`config.mk`:
```
export PLATFORM = sky130hd
export DESIGN_NAME = wb_burst_master_flat
export DESIGN_NICKNAME = d
export VERILOG_FILES = /design/src/rtl/wb_burst_master_if.sv /design/src/rtl/wb_burst_master.sv /design/src/flat_wrapper.sv
export SDC_FILE = /design/constraint.sdc
export NUM_CORES = 1
export LEC_CHECK = 0
export BUFFER_PORTS_ARGS = -buffer_cell sky130_fd_sc_hd__buf_2
export CAP_MARGIN = 20
export CORE_AREA = 2 2 108 110
export DETAILED_ROUTE_END_ITERATION = 8
export DIE_AREA = 0 0 110 112
export GPL_TIMING_DRIVEN = 1
export PLACE_DENSITY = 0.93
export SYNTH_ARGS = -nofsm -noshare
export SYNTH_HDL_FRONTEND = slang
export SYNTH_SLANG_ARGS = --single-unit
```
`constraint.sdc`:
```
create_clock -name wb_clk_i -period 4.2 [get_ports wb_clk_i]
set_input_delay 0.21 -clock wb_clk_i [delete_from_list [all_inputs] [get_ports wb_clk_i]]
set_output_delay 0.21 -clock wb_clk_i [all_outputs]
set_load 0.03 [all_outputs]
```
`src/rtl/wb_burst_master_if.sv`:
```
// Command, write-data and response streams plus the Wishbone initiator bus
// of wb_burst_master. The master modport is the burst master's view.
interface wb_burst_master_if #(
    parameter int LEN_W = 4
);
    // command stream
    logic             cmd_valid;
    logic             cmd_ready;
    logic             cmd_we;
    logic [31:0]      cmd_adr;
    logic [3:0]       cmd_sel;
    logic [LEN_W-1:0] cmd_len;
    // write beat data stream
    logic             wr_valid;
    logic             wr_ready;
    logic [31:0]      wr_data;
    // per-beat response stream
    logic             rsp_valid;
    logic             rsp_ready;
    logic [31:0]      rsp_data;
    logic             rsp_last;
    logic             rsp_err;
    // Wishbone classic initiator
    logic             wbm_cyc_o;
    logic             wbm_stb_o;
    logic             wbm_we_o;
    logic [3:0]       wbm_sel_o;
    logic [31:0]      wbm_adr_o;
    logic [31:0]      wbm_dat_o;
    logic             wbm_ack_i;
    logic [31:0]      wbm_dat_i;

    modport master (
        input  cmd_valid, cmd_we, cmd_adr, cmd_sel, cmd_len,
        input  wr_valid, wr_data,
        input  rsp_ready,
        input  wbm_ack_i, wbm_dat_i,
        output cmd_ready, wr_ready,
        output rsp_valid, rsp_data, rsp_last, rsp_err,
        output wbm_cyc_o, wbm_stb_o, wbm_we_o, wbm_sel_o, wbm_adr_o, wbm_dat_o
    );

    modport slave (
        output cmd_valid, cmd_we, cmd_adr, cmd_sel, cmd_len,
        output wr_valid, wr_data,
        output rsp_ready,
        output wbm_ack_i, wbm_dat_i,
        input  cmd_ready, wr_ready,
        input  rsp_valid, rsp_data, rsp_last, rsp_err,
        input  wbm_cyc_o, wbm_stb_o, wbm_we_o, wbm_sel_o, wbm_adr_o, wbm_dat_o
    );
endinterface

```
`src/rtl/wb_burst_master.sv`:
```
// Wishbone classic-cycle burst initiator: one command becomes 1..2**LEN_W
// incrementing single-beat strobes under one cyc, one response per beat.
// A slave that never acks is abandoned after TIMEOUT strobe cycles.
module wb_burst_master #(
    parameter int TIMEOUT = 64,
    parameter int LEN_W   = 4
) (
    input  logic              wb_clk_i,
    input  logic              wb_rst_i,
    wb_burst_master_if.master bus,
    output logic              busy
);
    localparam int            TW       = $clog2(TIMEOUT);
    localparam logic [TW-1:0] TMO_LAST = TW'(TIMEOUT - 1);

    typedef enum logic [1:0] {IDLE, WDATA, REQ, RESP} state_t;

    state_t           state_q, state_d;
    logic             cmd_ready_q, cmd_ready_d;
    logic             wr_ready_q, wr_ready_d;
    logic             rsp_valid_q, rsp_valid_d;
    logic [31:0]      rsp_data_q, rsp_data_d;
    logic             rsp_last_q, rsp_last_d;
    logic             rsp_err_q, rsp_err_d;
    logic             busy_q, busy_d;
    logic             cyc_q, cyc_d;
    logic             stb_q, stb_d;
    logic             we_q, we_d;
    logic [3:0]       sel_q, sel_d;
    logic [31:0]      adr_q, adr_d;
    logic [31:0]      dat_q, dat_d;
    logic [LEN_W-1:0] len_q, len_d;
    logic [LEN_W-1:0] beat_q, beat_d;
    logic [TW-1:0]    tmo_q, tmo_d;

    // Every output comes straight from a flop.
    assign bus.cmd_ready = cmd_ready_q;
    assign bus.wr_ready  = wr_ready_q;
    assign bus.rsp_valid = rsp_valid_q;
    assign bus.rsp_data  = rsp_data_q;
    assign bus.rsp_last  = rsp_last_q;
    assign bus.rsp_err   = rsp_err_q;
    assign bus.wbm_cyc_o = cyc_q;
    assign bus.wbm_stb_o = stb_q;
    assign bus.wbm_we_o  = we_q;
    assign bus.wbm_sel_o = sel_q;
    assign bus.wbm_adr_o = adr_q;
    assign bus.wbm_dat_o = dat_q;
    assign busy          = busy_q;

    // Next-state and next-output decode; registered outputs are computed here.
    always_comb begin
        // NOTE: every variable gets its hold value first so no path can infer a latch.
        state_d     = state_q;
        cmd_ready_d = cmd_ready_q;
        wr_ready_d  = wr_ready_q;
        rsp_valid_d = rsp_valid_q;
        rsp_data_d  = rsp_data_q;
        rsp_last_d  = rsp_last_q;
        rsp_err_d   = rsp_err_q;
        cyc_d       = cyc_q;
        stb_d       = stb_q;
        we_d        = we_q;
        sel_d       = sel_q;
        adr_d       = adr_q;
        dat_d       = dat_q;
        len_d       = len_q;
        beat_d      = beat_q;
        tmo_d       = tmo_q;

        unique case (state_q)
            IDLE: begin
                if (bus.cmd_valid && cmd_ready_q) begin
                    we_d        = bus.cmd_we;
                    adr_d       = bus.cmd_adr;
                    sel_d       = bus.cmd_sel;
                    len_d       = bus.cmd_len;
                    beat_d      = '0;
                    tmo_d       = '0;
                    dat_d       = '0;
                    cmd_ready_d = 1'b0;
                    if (bus.cmd_we) begin
                        state_d    = WDATA;
                        wr_ready_d = 1'b1;
                    end else begin
                        state_d = REQ;
                        cyc_d   = 1'b1;
                        stb_d   = 1'b1;
                    end
                end
            end
            WDATA: begin
                if (bus.wr_valid) begin
                    dat_d      = bus.wr_data;
                    wr_ready_d = 1'b0;
                    cyc_d      = 1'b1;
                    stb_d      = 1'b1;
                    tmo_d      = '0;
                    state_d    = REQ;
                end
            end
            REQ: begin
                // ack is checked first so an ack on the final allowed cycle still succeeds
                if (bus.wbm_ack_i) begin
                    rsp_data_d  = we_q ? 32'd0 : bus.wbm_dat_i;
                    rsp_last_d  = (beat_q == len_q);
                    rsp_err_d   = 1'b0;
                    rsp_valid_d = 1'b1;
                    stb_d       = 1'b0;
                    state_d     = RESP;
                end else if (tmo_q == TMO_LAST) begin
                    rsp_data_d  = '0;
                    rsp_last_d  = 1'b1;
                    rsp_err_d   = 1'b1;
                    rsp_valid_d = 1'b1;
                    cyc_d       = 1'b0;
                    stb_d       = 1'b0;
                    state_d     = RESP;
                end else begin
                    tmo_d = tmo_q + 1'b1;
                end
            end
            RESP: begin
                if (bus.rsp_ready) begin
                    rsp_valid_d = 1'b0;
                    if (rsp_last_q) begin
                        cyc_d       = 1'b0;
                        cmd_ready_d = 1'b1;
                        state_d     = IDLE;
                    end else begin
                        adr_d  = adr_q + 32'd4;
                        beat_d = beat_q + 1'b1;
                        tmo_d  = '0;
                        if (we_q) begin
                            wr_ready_d = 1'b1;
                            state_d    = WDATA;
                        end else begin
                            stb_d   = 1'b1;
                            state_d = REQ;
                        end
                    end
                end
            end
            default: state_d = IDLE;
        endcase

        busy_d = (state_d != IDLE);
    end

    // State and output registers with synchronous reset.
    always_ff @(posedge wb_clk_i) begin
        // NOTE: non-blocking assignments so every flop samples pre-edge values.
        if (wb_rst_i) begin
            state_q     <= IDLE;
            cmd_ready_q <= 1'b1;
            wr_ready_q  <= 1'b0;
            rsp_valid_q <= 1'b0;
            rsp_data_q  <= '0;
            rsp_last_q  <= 1'b0;
            rsp_err_q   <= 1'b0;
            busy_q      <= 1'b0;
            cyc_q       <= 1'b0;
            stb_q       <= 1'b0;
            we_q        <= 1'b0;
            sel_q       <= '0;
            adr_q       <= '0;
            dat_q       <= '0;
            len_q       <= '0;
            beat_q      <= '0;
            tmo_q       <= '0;
        end else begin
            state_q     <= state_d;
            cmd_ready_q <= cmd_ready_d;
            wr_ready_q  <= wr_ready_d;
            rsp_valid_q <= rsp_valid_d;
            rsp_data_q  <= rsp_data_d;
            rsp_last_q  <= rsp_last_d;
            rsp_err_q   <= rsp_err_d;
            busy_q      <= busy_d;
            cyc_q       <= cyc_d;
            stb_q       <= stb_d;
            we_q        <= we_d;
            sel_q       <= sel_d;
            adr_q       <= adr_d;
            dat_q       <= dat_d;
            len_q       <= len_d;
            beat_q      <= beat_d;
            tmo_q       <= tmo_d;
        end
    end
endmodule

```
`src/flat_wrapper.sv`:
```
// flat-port wrapper written by rule: the top's interface ports become plain ports
module wb_burst_master_flat 
#(
    parameter int TIMEOUT = 64,
    parameter int LEN_W   = 4
)
  (wb_clk_i, wb_rst_i, busy, bus_cmd_valid, bus_cmd_we, bus_cmd_adr, bus_cmd_sel, bus_cmd_len, bus_wr_valid, bus_wr_data, bus_rsp_ready, bus_wbm_ack_i, bus_wbm_dat_i, bus_cmd_ready, bus_wr_ready, bus_rsp_valid, bus_rsp_data, bus_rsp_last, bus_rsp_err, bus_wbm_cyc_o, bus_wbm_stb_o, bus_wbm_we_o, bus_wbm_sel_o, bus_wbm_adr_o, bus_wbm_dat_o);
  wb_burst_master_if #(.LEN_W(LEN_W)) bus_i ();
  input  logic wb_clk_i;
  input  logic wb_rst_i;
  output logic busy;
  input wire logic [$bits(bus_i.cmd_valid)-1:0] bus_cmd_valid;
  input wire logic [$bits(bus_i.cmd_we)-1:0] bus_cmd_we;
  input wire logic [$bits(bus_i.cmd_adr)-1:0] bus_cmd_adr;
  input wire logic [$bits(bus_i.cmd_sel)-1:0] bus_cmd_sel;
  input wire logic [$bits(bus_i.cmd_len)-1:0] bus_cmd_len;
  input wire logic [$bits(bus_i.wr_valid)-1:0] bus_wr_valid;
  input wire logic [$bits(bus_i.wr_data)-1:0] bus_wr_data;
  input wire logic [$bits(bus_i.rsp_ready)-1:0] bus_rsp_ready;
  input wire logic [$bits(bus_i.wbm_ack_i)-1:0] bus_wbm_ack_i;
  input wire logic [$bits(bus_i.wbm_dat_i)-1:0] bus_wbm_dat_i;
  output wire logic [$bits(bus_i.cmd_ready)-1:0] bus_cmd_ready;
  output wire logic [$bits(bus_i.wr_ready)-1:0] bus_wr_ready;
  output wire logic [$bits(bus_i.rsp_valid)-1:0] bus_rsp_valid;
  output wire logic [$bits(bus_i.rsp_data)-1:0] bus_rsp_data;
  output wire logic [$bits(bus_i.rsp_last)-1:0] bus_rsp_last;
  output wire logic [$bits(bus_i.rsp_err)-1:0] bus_rsp_err;
  output wire logic [$bits(bus_i.wbm_cyc_o)-1:0] bus_wbm_cyc_o;
  output wire logic [$bits(bus_i.wbm_stb_o)-1:0] bus_wbm_stb_o;
  output wire logic [$bits(bus_i.wbm_we_o)-1:0] bus_wbm_we_o;
  output wire logic [$bits(bus_i.wbm_sel_o)-1:0] bus_wbm_sel_o;
  output wire logic [$bits(bus_i.wbm_adr_o)-1:0] bus_wbm_adr_o;
  output wire logic [$bits(bus_i.wbm_dat_o)-1:0] bus_wbm_dat_o;
  assign bus_i.cmd_valid = bus_cmd_valid;
  assign bus_i.cmd_we = bus_cmd_we;
  assign bus_i.cmd_adr = bus_cmd_adr;
  assign bus_i.cmd_sel = bus_cmd_sel;
  assign bus_i.cmd_len = bus_cmd_len;
  assign bus_i.wr_valid = bus_wr_valid;
  assign bus_i.wr_data = bus_wr_data;
  assign bus_i.rsp_ready = bus_rsp_ready;
  assign bus_i.wbm_ack_i = bus_wbm_ack_i;
  assign bus_i.wbm_dat_i = bus_wbm_dat_i;
  assign bus_cmd_ready = bus_i.cmd_ready;
  assign bus_wr_ready = bus_i.wr_ready;
  assign bus_rsp_valid = bus_i.rsp_valid;
  assign bus_rsp_data = bus_i.rsp_data;
  assign bus_rsp_last = bus_i.rsp_last;
  assign bus_rsp_err = bus_i.rsp_err;
  assign bus_wbm_cyc_o = bus_i.wbm_cyc_o;
  assign bus_wbm_stb_o = bus_i.wbm_stb_o;
  assign bus_wbm_we_o = bus_i.wbm_we_o;
  assign bus_wbm_sel_o = bus_i.wbm_sel_o;
  assign bus_wbm_adr_o = bus_i.wbm_adr_o;
  assign bus_wbm_dat_o = bus_i.wbm_dat_o;
  wb_burst_master #(.TIMEOUT(TIMEOUT), .LEN_W(LEN_W)) u_core (.wb_clk_i(wb_clk_i), .wb_rst_i(wb_rst_i), .bus(bus_i), .busy(busy));
endmodule
```
==> run summary, run 1 <==
status = finished, final reports clean
Top FF cell, synth = dfxtp_1
Final Cycle Share = 61.3%
synth unique cells = 70
Crit. End Element = flip-flop
largest net degree at the start of global routing = 102
drt drc = 0
worst setup path class = flip-flop to flip-flop
RSZ-0062 raised after global routing = false
worst reg2reg path depth = 4
setup TNS = 0 ns
Slew Limit Fails = 0
row count = 39
Total GRT Usage = 28.1%
CTS Root Cell = clkbuf_16
Reg2Reg Launch Point = u_core.state_q[0]
initial drt markers = 556
Inst Count DP = 1,018
IO Pins = 220
Overflow after GRT = 0
min Tclk post-route = 2.57 ns
peak supply drop = 0.268 mV
via/cell ratio = 5.99
number of CTS-inserted buffers = 17
Setup-failing EPs final = 0
Synth area leaders = dfxtp_1 (43%), a21oi_1 (6.1%), nand2_1 (5.4%)
worst skew pair latency = 0.41 ns
most frequent cells in the layout = buf_2 (218), dfxtp_1 (125), nand2_1 (83)
top-area cell type share of the netlist area = 43.3%
fraction of registers with async set/reset = 0%
initial antenna violation count = 0
worst hold path depth = 3
worst relative slew slack = 30.4%
Avg WL per Cell = 16.7 microns
EDFF count, synth = 0
max_cap viols = 0
RePlAce Congestion = 0.902
clock sink count = 125
post-cts resize count = 0
Synth Area per Inst = 8.17 sq um
clk buf depth = 2
layout net count = 1,008
Die Span Y = 112 microns
starting density of the core = 51.8%
Finished Layout Cells = 1,050
htree depth = 4
post-synthesis sequential area ratio = 43.3%
via count = 6,289
P_leak = 3.08 nW
layout cells sized above 1 = 30.5%
die extent in x = 110 microns
worst slew pin tran = 1.04 ns
f_max = 389 MHz
CP Data Required Time = 4.50 ns
Cell Area, Placed = 6920 sq um
Hold Crit Class = primary input to flip-flop
Synthesized Nets = 822
biggest area consumer among synthesized cells = dfxtp_1
CTS clk-pin slew, worst paths = 0.06 ns
final instance area = 7470 sq um
most common cell after layout, fill and taps aside = buf_2
Critical Path AT = 2.87 ns
port bufs = 219
Hold Path Origin = bus_wbm_dat_i[18]
ANT cells = 0
Post-DRT Antenna Nets = 0
core area = 11,200 sq um
CTS tree = done
CP startpoint kind = flip-flop
final core occ = 66.8%
Setup Fix Bufs, Post-CTS = 0
Mapped Cells = 708
vias in the first global route = 5,801
First-pass DRT Iterations = 5
dpl hpwl = 11,700 microns
pwr dens = 441 nW/um^2
Area Growth Syn to Fin = 29.1%
CP max FO = 22
CP Launch Point = u_core.state_q[0]
die area = 12,300 sq um
Synth Cell Area = 5780 sq um
global-route wire length before repair = 27,600 microns
Final Skew = 0.00693 ns
number of synthesized register bits = 125
drt total wl = 17,500 microns
synth warn = 0
CTS hold repair buffers = 0
Hold Fails Final Rpt = 0
cell usage after synthesis (5+ instances only):
cell type and instances:
or3_1 6, or4_1 5, nand2b_1 9, nor2_1 52, o22ai_1 5, and2_1 8
a22oi_1 40, o31ai_1 5, and3_1 10, clkbuf_1 47, a21oi_1 70, a31oi_1 9
nand4_1 15, inv_1 8, nand3_1 15, mux2i_1 5, buf_2 9, buf_1 5
nand2_1 83, nor4_1 14, nor3_1 13, nand4b_1 6, o21ai_0 49, a211oi_1 7
dfxtp_1 125, o211ai_1 9
cell families (layout without fill, tap and decap cells):
kind of cell | count (synthesis) | count (layout) | share of synthesized area (%)
simple gates | 270 | 270 | 24.5
compound gates | 228 | 228 | 24.8
flops | 125 | 125 | 43.3
buf+inv | 70 | 269 | 4.80
xor+xnor | 6 | 6 | 0.909
mux | 6 | 6 | 1.06
fa+ha+maj | 3 | 3 | 0.649
final timing paths:
check	endpoint	slack, ns
worst max-delay path	u_core.bus.wbm_adr_o[29]	1.63
worst min-delay path	u_core.bus.rsp_data[18]	0.03
worst max register to register	u_core.bus.wbm_adr_o[29]	1.63
worst min register to register	u_core.bus.wbm_sel_o[3]	0.45
stage by stage:
step / power (W) / hold WS (ns) / setup WS, ns
finish: 0.00329 / 0.0298 / 1.63
global route: 0.00342 / 0.0269 / 1.44
CTS: 0.00329 / 0.0184 / 1.71
detailed placement: 0.00195 / 0.444 / 1.74
global placement: 0.00193 / 0.443 / 1.75
floorplan: 0.00174 / 0.346 / 2.12
where the power goes:
| group | internal (W) | switching (W) | leakage (nW) | total, W |
|---|---|---|---|---|
| Sequential | 0.00126 | 0.0000877 | 1.02 | 0.00135 |
| Combinational | 0.000202 | 0.000387 | 1.81 | 0.000589 |
| Clock | 0.000778 | 0.000577 | 0.260 | 0.00136 |
| Total | 0.00224 | 0.00105 | 3.08 | 0.00329 |
layer usage:
layer	wire length [microns]	part of all wire, %	track usage, %	vias up
met2	8220	47	43.0	358
met4	572	3.3	12.8	0
met5	0	0	0	-
met1	7000	40	36.4	2885
met3	1690	9.7	8.14	61
li1	-	-	-	2985
critical path: stages (launching register included):
cell	delay (ns)
dfxtp_1	0.72
nand4b_1	0.58
or3_2	0.61
or4_1	0.39
and3_1	0.16
final cells by class:
cell class,count,area (sq um)
clock buffers,18,439
clock inverters,14,110
fillers,915,3710
inverters,8,30.0
multi-input cells,513,3010
flip-flops and latches,125,2500
well taps,143,179
repair buffers,229,1190
registers in the layout, indices dropped and copies added (netlist names), 2 cells and up:
name                  cells
u_core.bus.wbm_adr_o     32
u_core.tmo_q              6
u_core.len_q              4
u_core.bus.wbm_sel_o      4
u_core.beat_q             4
u_core.bus.rsp_data      32
u_core.bus.wbm_dat_o     32
u_core.state_q            2
Power figures use the tool's default switching activity.
==> run 2: changes to the inputs <==
Settings changed: CORE_AREA 2 2 108 110 to 2 2 112 114, DIE_AREA 0 0 110 112 to 0 0 114 116, PLACE_DENSITY 0.93 to 0.88.
Clock period 4.2 ns to 2.4 ns, I/O delays scaled along.
==> run 2 against run 1 <==
Compared with the run above:
- clock power grew 90%
- clock-buffer cell count did not move
- highest routed layer unchanged
- maximum frequency is 21% higher
- hold slack worse by 0.024 ns
- via count is 13% higher
- sequential share of layout area shrank 4.0 points
- non-clock buffer count grew 105
- critical endpoint is now u_core.bus.rsp_data[26]
- clock skew up 0.0029 ns
- combinational power grew 110%
- die area is 7.3% higher
- utilization rose by 4.4 points
- critical path type unchanged
- flip-flop and latch count is the same
==> run summary, run 2 (synthesized netlist as in run 1, its figures left out) <==
status = finished, final reports clean
htree depth = 4
Slew Limit Fails = 0
clk buf depth = 2
setup TNS = 0 ns
final core occ = 71.2%
CP Data Required Time = 2.72 ns
dpl hpwl = 12,900 microns
met1 usage = 37.6%
drt total wl = 21,600 microns
WHS = 0.00626 ns
peak supply drop = 0.430 mV
worst slew pin tran = 0.826 ns
Final Skew = 0.00979 ns
Avg WL per Cell = 18.7 microns
total power = 0.00616 W
CP Launch Point = u_core.state_q[1]
CTS clk-pin slew, worst paths = 0.06 ns
die extent in x = 114 microns
max_cap viols = 0
via count = 7,078
met2 GRT Util = 51.5%
initial antenna violation count = 0
worst setup path class = flip-flop to flip-flop
most common cell after layout, fill and taps aside = buf_2
CTS Root Cell = clkbuf_16
CP startpoint kind = flip-flop
CP max FO = 34
via/cell ratio = 6.11
vias in the first global route = 6,858
RSZ-0062 raised after global routing = false
Post-DRT Antenna Nets = 0
RePlAce Congestion = 0.982
core area = 11,900 sq um
Hold Crit Class = primary input to flip-flop
initial drt markers = 800
Overflow after GRT = 0
Crit. End Element = flip-flop
layout cells sized above 1 = 29.6%
worst reg2reg path depth = 6
Total GRT Usage = 31.7%
Worst R2R End = u_core.bus.rsp_data[26]
Hold Fails Final Rpt = 0
Die Span Y = 116 microns
Critical Path AT = 2.45 ns
Setup-failing EPs final = 0
Final Cycle Share = 88.5%
row count = 40
P_leak = 3.55 nW
global-route wire length before repair = 33,500 microns
worst relative slew slack = 44.5%
starting density of the core = 48.6%
number of CTS-inserted buffers = 17
die area = 13,200 sq um
First-pass DRT Iterations = 5
layout net count = 1,113
ANT cells = 0
drt drc = 0
f_max = 471 MHz
Reg2Reg Launch Point = u_core.state_q[1]
CP Capture Point = u_core.bus.rsp_data[26]
most frequent cells in the layout = buf_2 (218), dfxtp_1 (125), nand2_1 (83)
worst skew pair latency = 0.42 ns
most used routing layer in global routing = met2
CTS tree = done
largest net degree at the start of global routing = 74
R2R Setup Slk = 0.28 ns
worst hold path depth = 3
port bufs = 219
Area Growth Syn to Fin = 46.7%
clock sink count = 125
IO Pins = 220
global routing usage on met3 = 8.58%
pwr dens = 726 nW/um^2
min Tclk post-route = 2.12 ns
-- run 2: area by class of cell --
cell class                 count  area, sq um
timing repair buffer         334         2160
clock inverter                14          160
inverter                       8         30.0
clock buffer                  18          429
fill                         825         3430
tap                          147          184
sequential                   125         2500
multi-input combinational    513         3010
-- run 2: worst min path at each step --
stage	from	to
after floorplan	bus_cmd_len[0]	u_core.len_q[0]
after global placement	bus_wbm_dat_i[18]	u_core.bus.rsp_data[18]
after detailed placement	bus_wbm_dat_i[5]	u_core.bus.rsp_data[5]
after global routing	bus_wr_data[20]	u_core.bus.wbm_dat_o[20]
final	bus_wr_data[20]	u_core.bus.wbm_dat_o[20]
after CTS	bus_wr_data[20]	u_core.bus.wbm_dat_o[20]
-- run 2: layer usage --
metal	vias to the layer above	wire (microns)
li1	3198	-
met1	3227	7980
met2	531	10400
met3	122	2170
met4	0	1110
met5	-	0
-- run 2: what timing repair did --
| action | 4_1_cts | 5_1_grt |
|---|---|---|
| hold buffers | 81 | 0 |
| resized for setup | 0 | 0 |
| setup buffers | 0 | 0 |
| hold endpoints to repair | 81 | 0 |
-- run 2: power breakdown --
group	leakage, nW	total (W)	internal (W)	switching (W)
Combinational	2.25	0.00124	0.000471	0.000765
Sequential	1.02	0.00235	0.00221	0.000141
Clock	0.280	0.00258	0.00155	0.00103
-- run 2: critical path: stages, from the launching register on --
cell and delay [ns]:
dfxtp_1 0.68, nand2b_1 0.20, buf_4 0.28, nor3b_2 0.22
buf_4 0.33, nand2_1 0.09, a21oi_1 0.22
-- run 2: through the flow --
| stage | worst slack (ns) | cell area, sq um | std cells |
|---|---|---|---|
| finish | 0.275 | 8480 | 1159 |
| global route | 0.128 | 8480 | 1159 |
| CTS | 0.351 | 8480 | 1159 |
| detailed placement | 0.391 | 7080 | 1046 |
| global placement | 0.429 | 7080 | 1046 |
| floorplan | 0.318 | 5780 | 708 |
